**src/rtl/lsu_pkg.sv**
```systemverilog
// Shared constants and state encoding for the RV32E load/store stage.
package lsu_pkg;

  localparam logic [6:0] OP_LOAD  = 7'b0000011;
  localparam logic [6:0] OP_STORE = 7'b0100011;

  localparam logic [2:0] F3_B  = 3'b000;
  localparam logic [2:0] F3_H  = 3'b001;
  localparam logic [2:0] F3_W  = 3'b010;
  localparam logic [2:0] F3_BU = 3'b100;
  localparam logic [2:0] F3_HU = 3'b101;

  typedef enum logic [1:0] {
    IDLE = 2'd0,
    REQ  = 2'd1,
    WAIT = 2'd2,
    OUT  = 2'd3
  } lsu_state_e;

endpackage

```
**src/rtl/lsu_if.sv**
```systemverilog
// Bus bundles around the load/store stage: EXU in, memory port, WBU out.
// Handshakes: a transfer happens on a rising edge where valid && ready; the
// sender holds valid and its payload stable until that edge.
interface lsu_exu_if #(parameter int DW = 32);
  logic          exu_valid;
  logic          exu_ready;
  logic [31:0]   exu_inst;
  logic [DW-1:0] exu_result;
  logic [DW-1:0] exu_store_data;
  logic [31:0]   exu_next_pc;
  logic [63:0]   exu_num;

  modport master (output exu_valid, exu_inst, exu_result, exu_store_data, exu_next_pc, exu_num,
                  input  exu_ready);
  modport slave  (input  exu_valid, exu_inst, exu_result, exu_store_data, exu_next_pc, exu_num,
                  output exu_ready);
endinterface

interface lsu_mem_if #(parameter int AW = 32, parameter int DW = 32);
  logic            mem_req_valid;
  logic            mem_req_ready;
  logic [AW-1:0]   mem_req_addr;
  logic            mem_req_wen;
  logic [DW-1:0]   mem_req_wdata;
  logic [DW/8-1:0] mem_req_wstrb;
  logic            mem_resp_valid;
  logic [DW-1:0]   mem_resp_data;
  logic            mem_resp_err;

  modport master (output mem_req_valid, mem_req_addr, mem_req_wen, mem_req_wdata, mem_req_wstrb,
                  input  mem_req_ready, mem_resp_valid, mem_resp_data, mem_resp_err);
  modport slave  (input  mem_req_valid, mem_req_addr, mem_req_wen, mem_req_wdata, mem_req_wstrb,
                  output mem_req_ready, mem_resp_valid, mem_resp_data, mem_resp_err);
endinterface

interface lsu_wbu_if #(parameter int AW = 32, parameter int DW = 32);
  logic          wbu_valid;
  logic          wbu_ready;
  logic [DW-1:0] wbu_wdata;
  logic [31:0]   wbu_inst;
  logic [31:0]   wbu_next_pc;
  logic [63:0]   wbu_num;
  logic [AW-1:0] wbu_sim_addr;

  modport master (output wbu_valid, wbu_wdata, wbu_inst, wbu_next_pc, wbu_num, wbu_sim_addr,
                  input  wbu_ready);
  modport slave  (input  wbu_valid, wbu_wdata, wbu_inst, wbu_next_pc, wbu_num, wbu_sim_addr,
                  output wbu_ready);
endinterface

```
**src/rtl/lsu_align.sv**
```systemverilog
// Byte-lane steering: store data/strobe placement and load extraction/extension.
module lsu_align
  import lsu_pkg::*;
(
  input  logic [2:0]  f3_i,
  input  logic [1:0]  off_i,
  input  logic [31:0] store_data_i,
  input  logic [31:0] resp_data_i,
  output logic [3:0]  wstrb_o,
  output logic [31:0] wdata_o,
  output logic [31:0] load_value_o
);

  logic [31:0] shifted;

  // Misaligned halves/words simply lose the lanes that fall off the top.
  assign shifted = resp_data_i >> {off_i, 3'b000};

  always_comb begin
    wstrb_o = 4'b1111;
    wdata_o = store_data_i;
    case (f3_i)
      F3_B: begin
        wstrb_o = 4'b0001 << off_i;
        wdata_o = {4{store_data_i[7:0]}};
      end
      F3_H: begin
        wstrb_o = 4'b0011 << off_i;
        wdata_o = {2{store_data_i[15:0]}};
      end
      default: ;
    endcase
  end

  always_comb begin
    load_value_o = shifted;
    case (f3_i)
      F3_B:    load_value_o = {{24{shifted[7]}}, shifted[7:0]};
      F3_H:    load_value_o = {{16{shifted[15]}}, shifted[15:0]};
      F3_W:    load_value_o = shifted;
      F3_BU:   load_value_o = {24'h0, shifted[7:0]};
      F3_HU:   load_value_o = {16'h0, shifted[15:0]};
      default: load_value_o = shifted;
    endcase
  end

endmodule

```
**src/rtl/lsu_stage.sv**
```systemverilog
// Load/store stage: holds one instruction, performs at most one memory
// access for it, then offers the result to write-back.
module lsu_stage
  import lsu_pkg::*;
#(
  parameter int          ADDR_WIDTH = 32,
  parameter int          DATA_WIDTH = 32,
  parameter logic [63:0] RESET_NUM  = 64'd0
) (
  input  logic        clock,
  input  logic        reset,
  lsu_exu_if.slave    exu,
  lsu_mem_if.master   mem,
  lsu_wbu_if.master   wbu,
  output logic [31:0] lsu_hazard_inst,
  output logic        lsu_fault,
  output lsu_state_e  dbg_state_o
);

  lsu_state_e            state_q, state_d;
  logic [31:0]           inst_q, inst_d;
  logic [31:0]           next_pc_q, next_pc_d;
  logic [63:0]           num_q, num_d;
  logic [DATA_WIDTH-1:0] result_q, result_d;
  logic [DATA_WIDTH-1:0] store_data_q, store_data_d;
  logic [DATA_WIDTH-1:0] wdata_q, wdata_d;
  logic [ADDR_WIDTH-1:0] sim_addr_q, sim_addr_d;
  logic                  fault_q, fault_d;

  logic [6:0]  opcode_in;
  logic        is_store;
  logic [3:0]  al_wstrb;
  logic [31:0] al_wdata;
  logic [31:0] al_load;

  assign opcode_in = exu.exu_inst[6:0];
  assign is_store  = (inst_q[6:0] == OP_STORE);

  lsu_align u_align (
    .f3_i         (inst_q[14:12]),
    .off_i        (result_q[1:0]),
    .store_data_i (store_data_q),
    .resp_data_i  (mem.mem_resp_data),
    .wstrb_o      (al_wstrb),
    .wdata_o      (al_wdata),
    .load_value_o (al_load)
  );

  always_comb begin
    state_d      = state_q;
    inst_d       = inst_q;
    next_pc_d    = next_pc_q;
    num_d        = num_q;
    result_d     = result_q;
    store_data_d = store_data_q;
    wdata_d      = wdata_q;
    sim_addr_d   = sim_addr_q;
    fault_d      = fault_q;
    case (state_q)
      IDLE: begin
        if (exu.exu_valid) begin
          inst_d       = exu.exu_inst;
          next_pc_d    = exu.exu_next_pc;
          num_d        = exu.exu_num;
          result_d     = exu.exu_result;
          store_data_d = exu.exu_store_data;
          if (opcode_in == OP_LOAD || opcode_in == OP_STORE) begin
            state_d    = REQ;
            sim_addr_d = exu.exu_result[ADDR_WIDTH-1:0];
          end else begin
            state_d    = OUT;
            wdata_d    = exu.exu_result;
            sim_addr_d = '0;
          end
        end
      end
      REQ: begin
        if (mem.mem_req_ready) state_d = WAIT;
      end
      WAIT: begin
        if (mem.mem_resp_valid) begin
          state_d = OUT;
          if (mem.mem_resp_err) begin
            wdata_d = '0;
            fault_d = 1'b1;
          end else if (is_store) begin
            wdata_d = '0;
          end else begin
            wdata_d = al_load;
          end
        end
      end
      OUT: begin
        if (wbu.wbu_ready) state_d = IDLE;
      end
      default: state_d = IDLE;
    endcase
  end

  always_ff @(posedge clock) begin
    if (reset) begin
      state_q      <= IDLE;
      inst_q       <= '0;
      next_pc_q    <= '0;
      num_q        <= RESET_NUM;
      result_q     <= '0;
      store_data_q <= '0;
      wdata_q      <= '0;
      sim_addr_q   <= '0;
      fault_q      <= 1'b0;
    end else begin
      state_q      <= state_d;
      inst_q       <= inst_d;
      next_pc_q    <= next_pc_d;
      num_q        <= num_d;
      result_q     <= result_d;
      store_data_q <= store_data_d;
      wdata_q      <= wdata_d;
      sim_addr_q   <= sim_addr_d;
      fault_q      <= fault_d;
    end
  end

  assign exu.exu_ready     = (state_q == IDLE);
  assign mem.mem_req_valid = (state_q == REQ);
  assign mem.mem_req_addr  = result_q[ADDR_WIDTH-1:0];
  assign mem.mem_req_wen   = is_store;
  assign mem.mem_req_wdata = al_wdata;
  assign mem.mem_req_wstrb = is_store ? al_wstrb : '0;

  assign wbu.wbu_valid    = (state_q == OUT);
  assign wbu.wbu_wdata    = wdata_q;
  assign wbu.wbu_inst     = inst_q;
  assign wbu.wbu_next_pc  = next_pc_q;
  assign wbu.wbu_num      = num_q;
  assign wbu.wbu_sim_addr = sim_addr_q;

  assign lsu_hazard_inst = (state_q == IDLE) ? 32'h0 : inst_q;
  assign lsu_fault       = fault_q;
  assign dbg_state_o     = state_q;

endmodule

```
**src/flat_wrapper.sv**
```systemverilog
// flat-port wrapper written by rule: the top's interface ports become plain ports
module lsu_stage_flat import lsu_pkg::*;
#(
  parameter int          ADDR_WIDTH = 32,
  parameter int          DATA_WIDTH = 32,
  parameter logic [63:0] RESET_NUM  = 64'd0
)
  (clock, reset, lsu_hazard_inst, lsu_fault, dbg_state_o, exu_exu_valid, exu_exu_inst, exu_exu_result, exu_exu_store_data, exu_exu_next_pc, exu_exu_num, exu_exu_ready, mem_mem_req_valid, mem_mem_req_addr, mem_mem_req_wen, mem_mem_req_wdata, mem_mem_req_wstrb, mem_mem_req_ready, mem_mem_resp_valid, mem_mem_resp_data, mem_mem_resp_err, wbu_wbu_valid, wbu_wbu_wdata, wbu_wbu_inst, wbu_wbu_next_pc, wbu_wbu_num, wbu_wbu_sim_addr, wbu_wbu_ready);
  lsu_exu_if exu_i ();
  lsu_mem_if mem_i ();
  lsu_wbu_if wbu_i ();
  input  logic clock;
  input  logic reset;
  output logic [31:0] lsu_hazard_inst;
  output logic lsu_fault;
  output lsu_state_e dbg_state_o;
  input wire logic [$bits(exu_i.exu_valid)-1:0] exu_exu_valid;
  input wire logic [$bits(exu_i.exu_inst)-1:0] exu_exu_inst;
  input wire logic [$bits(exu_i.exu_result)-1:0] exu_exu_result;
  input wire logic [$bits(exu_i.exu_store_data)-1:0] exu_exu_store_data;
  input wire logic [$bits(exu_i.exu_next_pc)-1:0] exu_exu_next_pc;
  input wire logic [$bits(exu_i.exu_num)-1:0] exu_exu_num;
  output wire logic [$bits(exu_i.exu_ready)-1:0] exu_exu_ready;
  output wire logic [$bits(mem_i.mem_req_valid)-1:0] mem_mem_req_valid;
  output wire logic [$bits(mem_i.mem_req_addr)-1:0] mem_mem_req_addr;
  output wire logic [$bits(mem_i.mem_req_wen)-1:0] mem_mem_req_wen;
  output wire logic [$bits(mem_i.mem_req_wdata)-1:0] mem_mem_req_wdata;
  output wire logic [$bits(mem_i.mem_req_wstrb)-1:0] mem_mem_req_wstrb;
  input wire logic [$bits(mem_i.mem_req_ready)-1:0] mem_mem_req_ready;
  input wire logic [$bits(mem_i.mem_resp_valid)-1:0] mem_mem_resp_valid;
  input wire logic [$bits(mem_i.mem_resp_data)-1:0] mem_mem_resp_data;
  input wire logic [$bits(mem_i.mem_resp_err)-1:0] mem_mem_resp_err;
  output wire logic [$bits(wbu_i.wbu_valid)-1:0] wbu_wbu_valid;
  output wire logic [$bits(wbu_i.wbu_wdata)-1:0] wbu_wbu_wdata;
  output wire logic [$bits(wbu_i.wbu_inst)-1:0] wbu_wbu_inst;
  output wire logic [$bits(wbu_i.wbu_next_pc)-1:0] wbu_wbu_next_pc;
  output wire logic [$bits(wbu_i.wbu_num)-1:0] wbu_wbu_num;
  output wire logic [$bits(wbu_i.wbu_sim_addr)-1:0] wbu_wbu_sim_addr;
  input wire logic [$bits(wbu_i.wbu_ready)-1:0] wbu_wbu_ready;
  assign exu_i.exu_valid = exu_exu_valid;
  assign exu_i.exu_inst = exu_exu_inst;
  assign exu_i.exu_result = exu_exu_result;
  assign exu_i.exu_store_data = exu_exu_store_data;
  assign exu_i.exu_next_pc = exu_exu_next_pc;
  assign exu_i.exu_num = exu_exu_num;
  assign exu_exu_ready = exu_i.exu_ready;
  assign mem_mem_req_valid = mem_i.mem_req_valid;
  assign mem_mem_req_addr = mem_i.mem_req_addr;
  assign mem_mem_req_wen = mem_i.mem_req_wen;
  assign mem_mem_req_wdata = mem_i.mem_req_wdata;
  assign mem_mem_req_wstrb = mem_i.mem_req_wstrb;
  assign mem_i.mem_req_ready = mem_mem_req_ready;
  assign mem_i.mem_resp_valid = mem_mem_resp_valid;
  assign mem_i.mem_resp_data = mem_mem_resp_data;
  assign mem_i.mem_resp_err = mem_mem_resp_err;
  assign wbu_wbu_valid = wbu_i.wbu_valid;
  assign wbu_wbu_wdata = wbu_i.wbu_wdata;
  assign wbu_wbu_inst = wbu_i.wbu_inst;
  assign wbu_wbu_next_pc = wbu_i.wbu_next_pc;
  assign wbu_wbu_num = wbu_i.wbu_num;
  assign wbu_wbu_sim_addr = wbu_i.wbu_sim_addr;
  assign wbu_i.wbu_ready = wbu_wbu_ready;
  lsu_stage #(.ADDR_WIDTH(ADDR_WIDTH), .DATA_WIDTH(DATA_WIDTH), .RESET_NUM(RESET_NUM)) u_core (.clock(clock), .reset(reset), .exu(exu_i), .mem(mem_i), .wbu(wbu_i), .lsu_hazard_inst(lsu_hazard_inst), .lsu_fault(lsu_fault), .dbg_state_o(dbg_state_o));
endmodule
```
**config.mk**
```make
export PLATFORM = sky130hd
export DESIGN_NAME = lsu_stage_flat
export DESIGN_NICKNAME = d
export VERILOG_FILES = /design/src/rtl/lsu_pkg.sv /design/src/rtl/lsu_if.sv /design/src/rtl/lsu_align.sv /design/src/rtl/lsu_stage.sv /design/src/flat_wrapper.sv
export SDC_FILE = /design/constraint.sdc
export NUM_CORES = 1
export LEC_CHECK = 0
export ABC_AREA = 1
export CAP_MARGIN = 20
export CORE_AREA = 2 2 206 208
export DETAILED_ROUTE_END_ITERATION = 10
export DIE_AREA = 0 0 208 210
export GPL_TIMING_DRIVEN = 0
export REMOVE_ABC_BUFFERS = 1
export SKIP_CTS_REPAIR_TIMING = 1
export SLEW_MARGIN = 20
export SYNTH_ARGS = -nofsm -noshare
export SYNTH_HDL_FRONTEND = slang
export SYNTH_SLANG_ARGS = --single-unit
```
**constraint.sdc**
```tcl
create_clock -name clock -period 1.85 [get_ports clock]
set_input_delay 0.37 -clock clock [delete_from_list [all_inputs] [get_ports clock]]
set_output_delay 0.37 -clock clock [all_outputs]
set_load 0.1 [all_outputs]
```
==> flow_summary.toml, run 1 <==
[placement]
dp_hpwl_um = 33200
postPlaceCellArea_um2 = 16800
port_buffers = 529
place_congestion = 0.826

[pwr]
leakagePower_nw = 8.11
power_per_cell_area_nw_per_um2 = 2100
vdd_drop_max_uv = 1150

[layout]
fillers = 4219
drive_gt1_share_pct = 26.0
fin_nets = 2391
syn2layout_area_growth_pct = 66.7
design_area_um2 = 18600

[floorplan]
die_area_um2 = 43700
rows = 75
die_x_um = 208
io-pin-count = 530
initial_core_util_pct = 26.9
die_h_um = 210
core_um2 = 41500

[cts]
clkSinkCount = 259
root_buffer = "clkbuf_16"
insertion_delay_ns = 0.58
cts_max_level = 1
clockBufferDepth = 3
cts_tree = "done"
path_clk_slew_ns = 0.06
cts_made_buffers = 31

[synthesis]
syn_area_per_cell_um2 = 6.83
synthCells = 1635
synth.top_cell.area_share_pct = 46.5
synth-edff-count = 0
yosysTopAreaCell = "dfxtp_1"
ys_top_cells_by_count = "nor2_1 (392), nand2_1 (322), dfxtp_1 (259), o21ai_0 (190), inv_1 (138)"
synth_area_um2 = 11200
ys_ff_latch = 259
yosysWarnings = 0
synth_area_leaders = "dfxtp_1 (46%), nor2_1 (13%), nand2_1 (11%)"
ys.flop_type = "dfxtp_1"
ys_types = 27
synthArstFlopShare_pct = 0
yosysSeqAreaShare_pct = 46.5
yosysMostFrequentCell = "nor2_1"

[drt]
via_per_inst = 4.63
drt-pass1-iter-count = 5
vias = 12587
wl_per_cell_um = 18.8
wirelength_um = 51100
ant_nets = 0
drc = 0
first_iter_violations = 767

[sta]
period_minus_slack_ns = 2.47
max_freq_mhz = 405
hold_viol = 0
finalClockSkew_ns = 0.0138
tightest_slew_ns = 0.651
setup_viol = 62
rsz0062_at_grt = "true"
final_max_slew_viol_count = 0
post-route-period-util_pct = 134
holdWs_ns = 0.221
fin_ws_ns = -0.622
max_slew_margin_pct = 56.8

[global_route]
grt_pass1_wl_um = 67900
grt_pass1_vias = 11569
antenna_found_initial = 1
track_usage_pct = 19.8
grt_max_degree = 129
grt_overflow_total = 0

[setup_path]
crit_path_start_kind = "register"
crit_arrival_ns = 2.10
cp-end-kind = "primary output"
path_max_fanout = 7
cp.required_ns = 1.48
ff2ff_setup_slack_ns = 0.02
worstSetupPathType = "reg -> out"

[status]
status = "finished with violations"
violations = "setup timing"

[run]
cap_violations = 0

[hold_path]
hold_class = "in -> reg"
layer usage:
metal | GRT usage (%) | part of all wire (%) | wire length, um
met2 | 34.3 | 49 | 24900
met3 | 5.45 | 7.7 | 3940
met4 | 8.56 | 4.3 | 2190
met5 | 0 | 0 | 0
met1 | 22.9 | 39 | 20000
worst max-delay path, cell delays in order (launching register included):
cell and delay, ns:
dfxtp_4 0.38, clkinv_8 0.10, nand2_8 0.08, nor2_4 0.17, clkinvlp_4 0.21, o211ai_1 0.30
buf_6 0.27
area by class of cell:
cell class	instances	area (um2)	share of cell area (%)
diodes	1	2.50	0.0135
clock buffers	47	906	4.87
clock inverters	8	72.6	0.390
inverters	144	622	3.34
multi-input cells	1124	5560	29.9
flip-flops and latches	259	5210	28.0
well taps	539	674	3.63
repair buffers	594	5540	29.8
repair inverters	2	16.3	0.0874
worst paths after layout:
| path | depth (start not counted) | start | to |
|---|---|---|---|
| hold / removal | 2 | reset | u_core.wbu.wbu_sim_addr[30]$_SDFFE_PP0P_ |
| setup reg to reg | 11 | u_core.dbg_state_o[0]$_SDFFE_PP0P_ | u_core.wbu.wbu_wdata[20]$_SDFFE_PP0P_ |
| hold reg to reg | 2 | u_core.lsu_fault$_SDFFE_PP0P_ | u_core.lsu_fault$_SDFFE_PP0P_ |
| setup / recovery | 6 | u_core.wbu.wbu_inst[13]$_SDFFE_PP0P_ | mem_mem_req_wdata[30] |
cells in the final DEF, fill, tap and decap left out, drive strengths merged:
cell type / instances
clkbuf: 280
ha: 4
clkinv: 8
and2: 1
bufinv: 1
o22ai: 1
diode: 1
nand3: 49
nor3: 2
a21oi: 141
nor2: 395
inv: 140
buf: 132
clkdlybuf4s50: 229
clkinvlp: 5
dfxtp: 259
nand2: 333
o211ai: 7
o21ai: 191
cell families (layout without fill, tap and decap cells):
logic type	Yosys count	count (layout)	synth area share, %
other	0	1	0
buffers and inverters	261	795	9.94
AND/OR/NAND/NOR	771	780	27.1
AO/OA/AOI/OAI	340	340	16.1
adder cells (fa/ha/maj)	4	4	0.448
flip-flops	259	259	46.5
flip-flops by register name, summed over array words and instances (netlist names):
signal	count
u_core.store_data_q	32
u_core.wbu.wbu_sim_addr	32
u_core.mem.mem_req_addr	32
u_core.dbg_state_o	2
u_core.wbu.wbu_num	64
u_core.wbu.wbu_next_pc	32
u_core.wbu.wbu_wdata	32
u_core.lsu_fault	1
u_core.wbu.wbu_inst	32
where the power goes:
group	internal, mW	switching, mW
sequential	7.02	0.888
combinational	5.92	19.3
clock	3.48	2.45
total	16.4	22.6
through the flow:
step | std cells | setup slack (ns) | total power, mW | util [%] | TNS, ns
after floorplan | 1518 | -6.08 | 24.4 | - | -1311.64
after global placement | 2586 | -9.91 | 24.2 | 39.9 | -2109.68
after detailed placement | 2593 | -2.14 | 30.3 | 40.4 | -213.82
after CTS | 2648 | -2.76 | 36.4 | 42.8 | -386.47
after global routing | 2718 | -0.711 | 40.7 | 44.9 | -29.52
final | 2718 | -0.622 | 39.1 | 44.9 | -24.17
Power figures use the tool's default switching activity.
==> run 2, diff against run 1 <==
CAP_MARGIN = 30   (was 20)
CTS_BUF_LIST = sky130_fd_sc_hd__clkbuf_16   (was not set)
==> run 2 against run 1 <==
The run still ends with setup timing left; worst setup slack worse by 0.035 ns; final area rose by 3.2%; register-to-register slack about the same; clock-buffer cell count is 17 lower; global-route usage increased by 0.086 points; largest cell class is now buffers; core utilization increased by 1.4 points; die area did not move; power is 0.35% higher; non-clock buffer count grew 24; first-iteration DRC count decreased by 12%; combinational power rose by 3%; clock skew is 0.0018 ns lower.
==> flow_summary.toml, run 2 (same netlist as run 1, synthesis figures left out) <==
[pwr]
combPwrFrac_pct = 66.2
leakagePower_nw = 8.70
power_switching_mw = 22.4
vdd_drop_max_uv = 1490
power_frac_clock_pct = 13.5
power_per_cell_area_nw_per_um2 = 2040
p_seq_share_pct = 20.3
sw_frac_of_total_pct = 57.2
total_power_mw = 39.2
p_int_mw = 16.8

[drt]
ant_nets = 0
wl_per_cell_um = 18.4
wirelength_um = 50400
first_iter_violations = 676
via_per_inst = 4.58
drc = 0
vias = 12521
drt-pass1-iter-count = 5

[floorplan]
die_area_um2 = 43700
initial_core_util_pct = 26.9
core_um2 = 41500
rows = 75
die_x_um = 208
io-pin-count = 530
die_h_um = 210

[cts]
path_clk_slew_ns = 0.06
cts_tree = "done"
insertion_delay_ns = 0.57
clockBufferDepth = 3
cts_made_buffers = 30
clkSinkCount = 259
cts_max_level = 1
root_buffer = "clkbuf_16"

[placement]
place_congestion = 0.826
dpl.cell_count = 2625
port_buffers = 529
dp_hpwl_um = 33600

[setup_path]
path_max_fanout = 7
worstSetupPathType = "reg -> out"
worstReg2RegStart = "u_core.dbg_state_o[0]$_SDFFE_PP0P_"
crit_path_top_delay_cell = "dfxtp_1"
crit_chain = "inv_4, nand2_8, nor2_4, clkinvlp_4, o211ai_1, buf_6"
crit_arrival_ns = 2.14
crit_path_start_kind = "register"
reg2reg_depth = 10
max_stage_delay_ns = 0.37
r2r-end = "u_core.wbu.wbu_wdata[8]$_SDFFE_PP0P_"
cp.required_ns = 1.48
ff2ff_setup_slack_ns = 0.02
cp-end-kind = "primary output"

[layout]
drive_gt1_share_pct = 24.0
final_common_cell = "nor2_1"
mostFrequentLayoutCells = "nor2_1 (354), nand2_1 (311), dfxtp_1 (254)"
fin_cells = 2731
largest_reg_flops = 64
fin_nets = 2407
syn2layout_area_growth_pct = 72.1
postLayoutCoreUtil_pct = 46.3

[hold_path]
hold_class = "in -> reg"
min_to = "u_core.wbu.wbu_sim_addr[30]$_SDFFE_PP0P_"
hold_start = "reset"
worstHoldPathCells = 2

[global_route]
antenna_found_initial = 2
grt_max_degree = 129
grt_overflow_total = 0
track_usage_pct = 19.9
grt_pass1_vias = 11692
grt_pass1_wl_um = 68500

[sta]
max_freq_mhz = 399
tightest_slew_ns = 0.966
period_minus_slack_ns = 2.51
setup_viol = 63
final_max_slew_viol_count = 0
finalClockSkew_ns = 0.0120
holdWs_ns = 0.224
max_slew_margin_pct = 35.5
fin_ws_ns = -0.657
hold_viol = 0
post-route-period-util_pct = 136
rsz0062_at_grt = "true"

[run]
cap_violations = 0

[status]
status = "finished with violations"
violations = "setup timing"
run 2: critical path, delay by kind of cell (launching register included):
kind | cells | cell delay [ns]
buffers and inverters | 3 | 0.62
DFF | 1 | 0.37
and+or+nand+nor | 2 | 0.29
AOI/OAI and AO/OA | 1 | 0.28
run 2: per-layer routing:
| metal | track usage (%) | wire, um | vias to the layer above |
|---|---|---|---|
| met4 | 6.60 | 1800 | 0 |
| li1 | - | - | 6192 |
| met2 | 35.3 | 24800 | 436 |
| met3 | 6.12 | 3750 | 104 |
| met5 | 0 | 0 | - |
| met1 | 22.7 | 20000 | 5789 |
run 2: power groups by stage:
stage | combinational (mW) | clock, mW | sequential [mW]
after floorplan | 7.63 | 0 | 16.7
after global placement | 16.9 | 0 | 7.30
after detailed placement | 23.6 | 0 | 7.95
after CTS | 23.7 | 5.46 | 7.85
after global routing | 27.1 | 5.70 | 8.10
final | 26.0 | 5.29 | 7.94
run 2: stage by stage:
step | TNS, ns | worst slack, ns | area, um2
floorplan | -1311.64 | -6.08 | 10600
global placement | -2109.68 | -9.91 | 16600
detailed placement | -206.64 | -2.11 | 17600
CTS | -372.58 | -2.73 | 18500
global route | -28.73 | -0.775 | 19200
finish | -23.64 | -0.657 | 19200
run 2: worst max-delay path by stage:
stage | start | to | cells past startpoint
2_1_floorplan | u_core.dbg_state_o[0]$_SDFFE_PP0P_ | u_core.wbu.wbu_sim_addr[0]$_SDFFE_PP0P_ | 6
3_3_place_gp | u_core.dbg_state_o[0]$_SDFFE_PP0P_ | u_core.mem.mem_req_addr[1]$_SDFFE_PP0P_ | 6
3_5_place_dp | u_core.mem.mem_req_addr[1]$_SDFFE_PP0P_ | mem_mem_req_wstrb[2] | 5
4_1_cts | u_core.mem.mem_req_addr[1]$_SDFFE_PP0P_ | mem_mem_req_wstrb[2] | 5
5_1_grt | u_core.wbu.wbu_inst[14]$_SDFFE_PP0P_ | mem_mem_req_wdata[31] | 6
6_report | u_core.wbu.wbu_inst[14]$_SDFFE_PP0P_ | mem_mem_req_wdata[24] | 6
run 2: layout make-up:
| cell class | count | area, um2 |
|---|---|---|
| clock inverters | 20 | 96.3 |
| repair buffers | 618 | 6510 |
| flip-flops and latches | 259 | 5200 |
| fillers | 4145 | 22300 |
| diodes | 2 | 5.00 |
| well taps | 539 | 674 |
| clock buffers | 30 | 751 |
| inverters | 144 | 608 |
| multi-input cells | 1119 | 5360 |
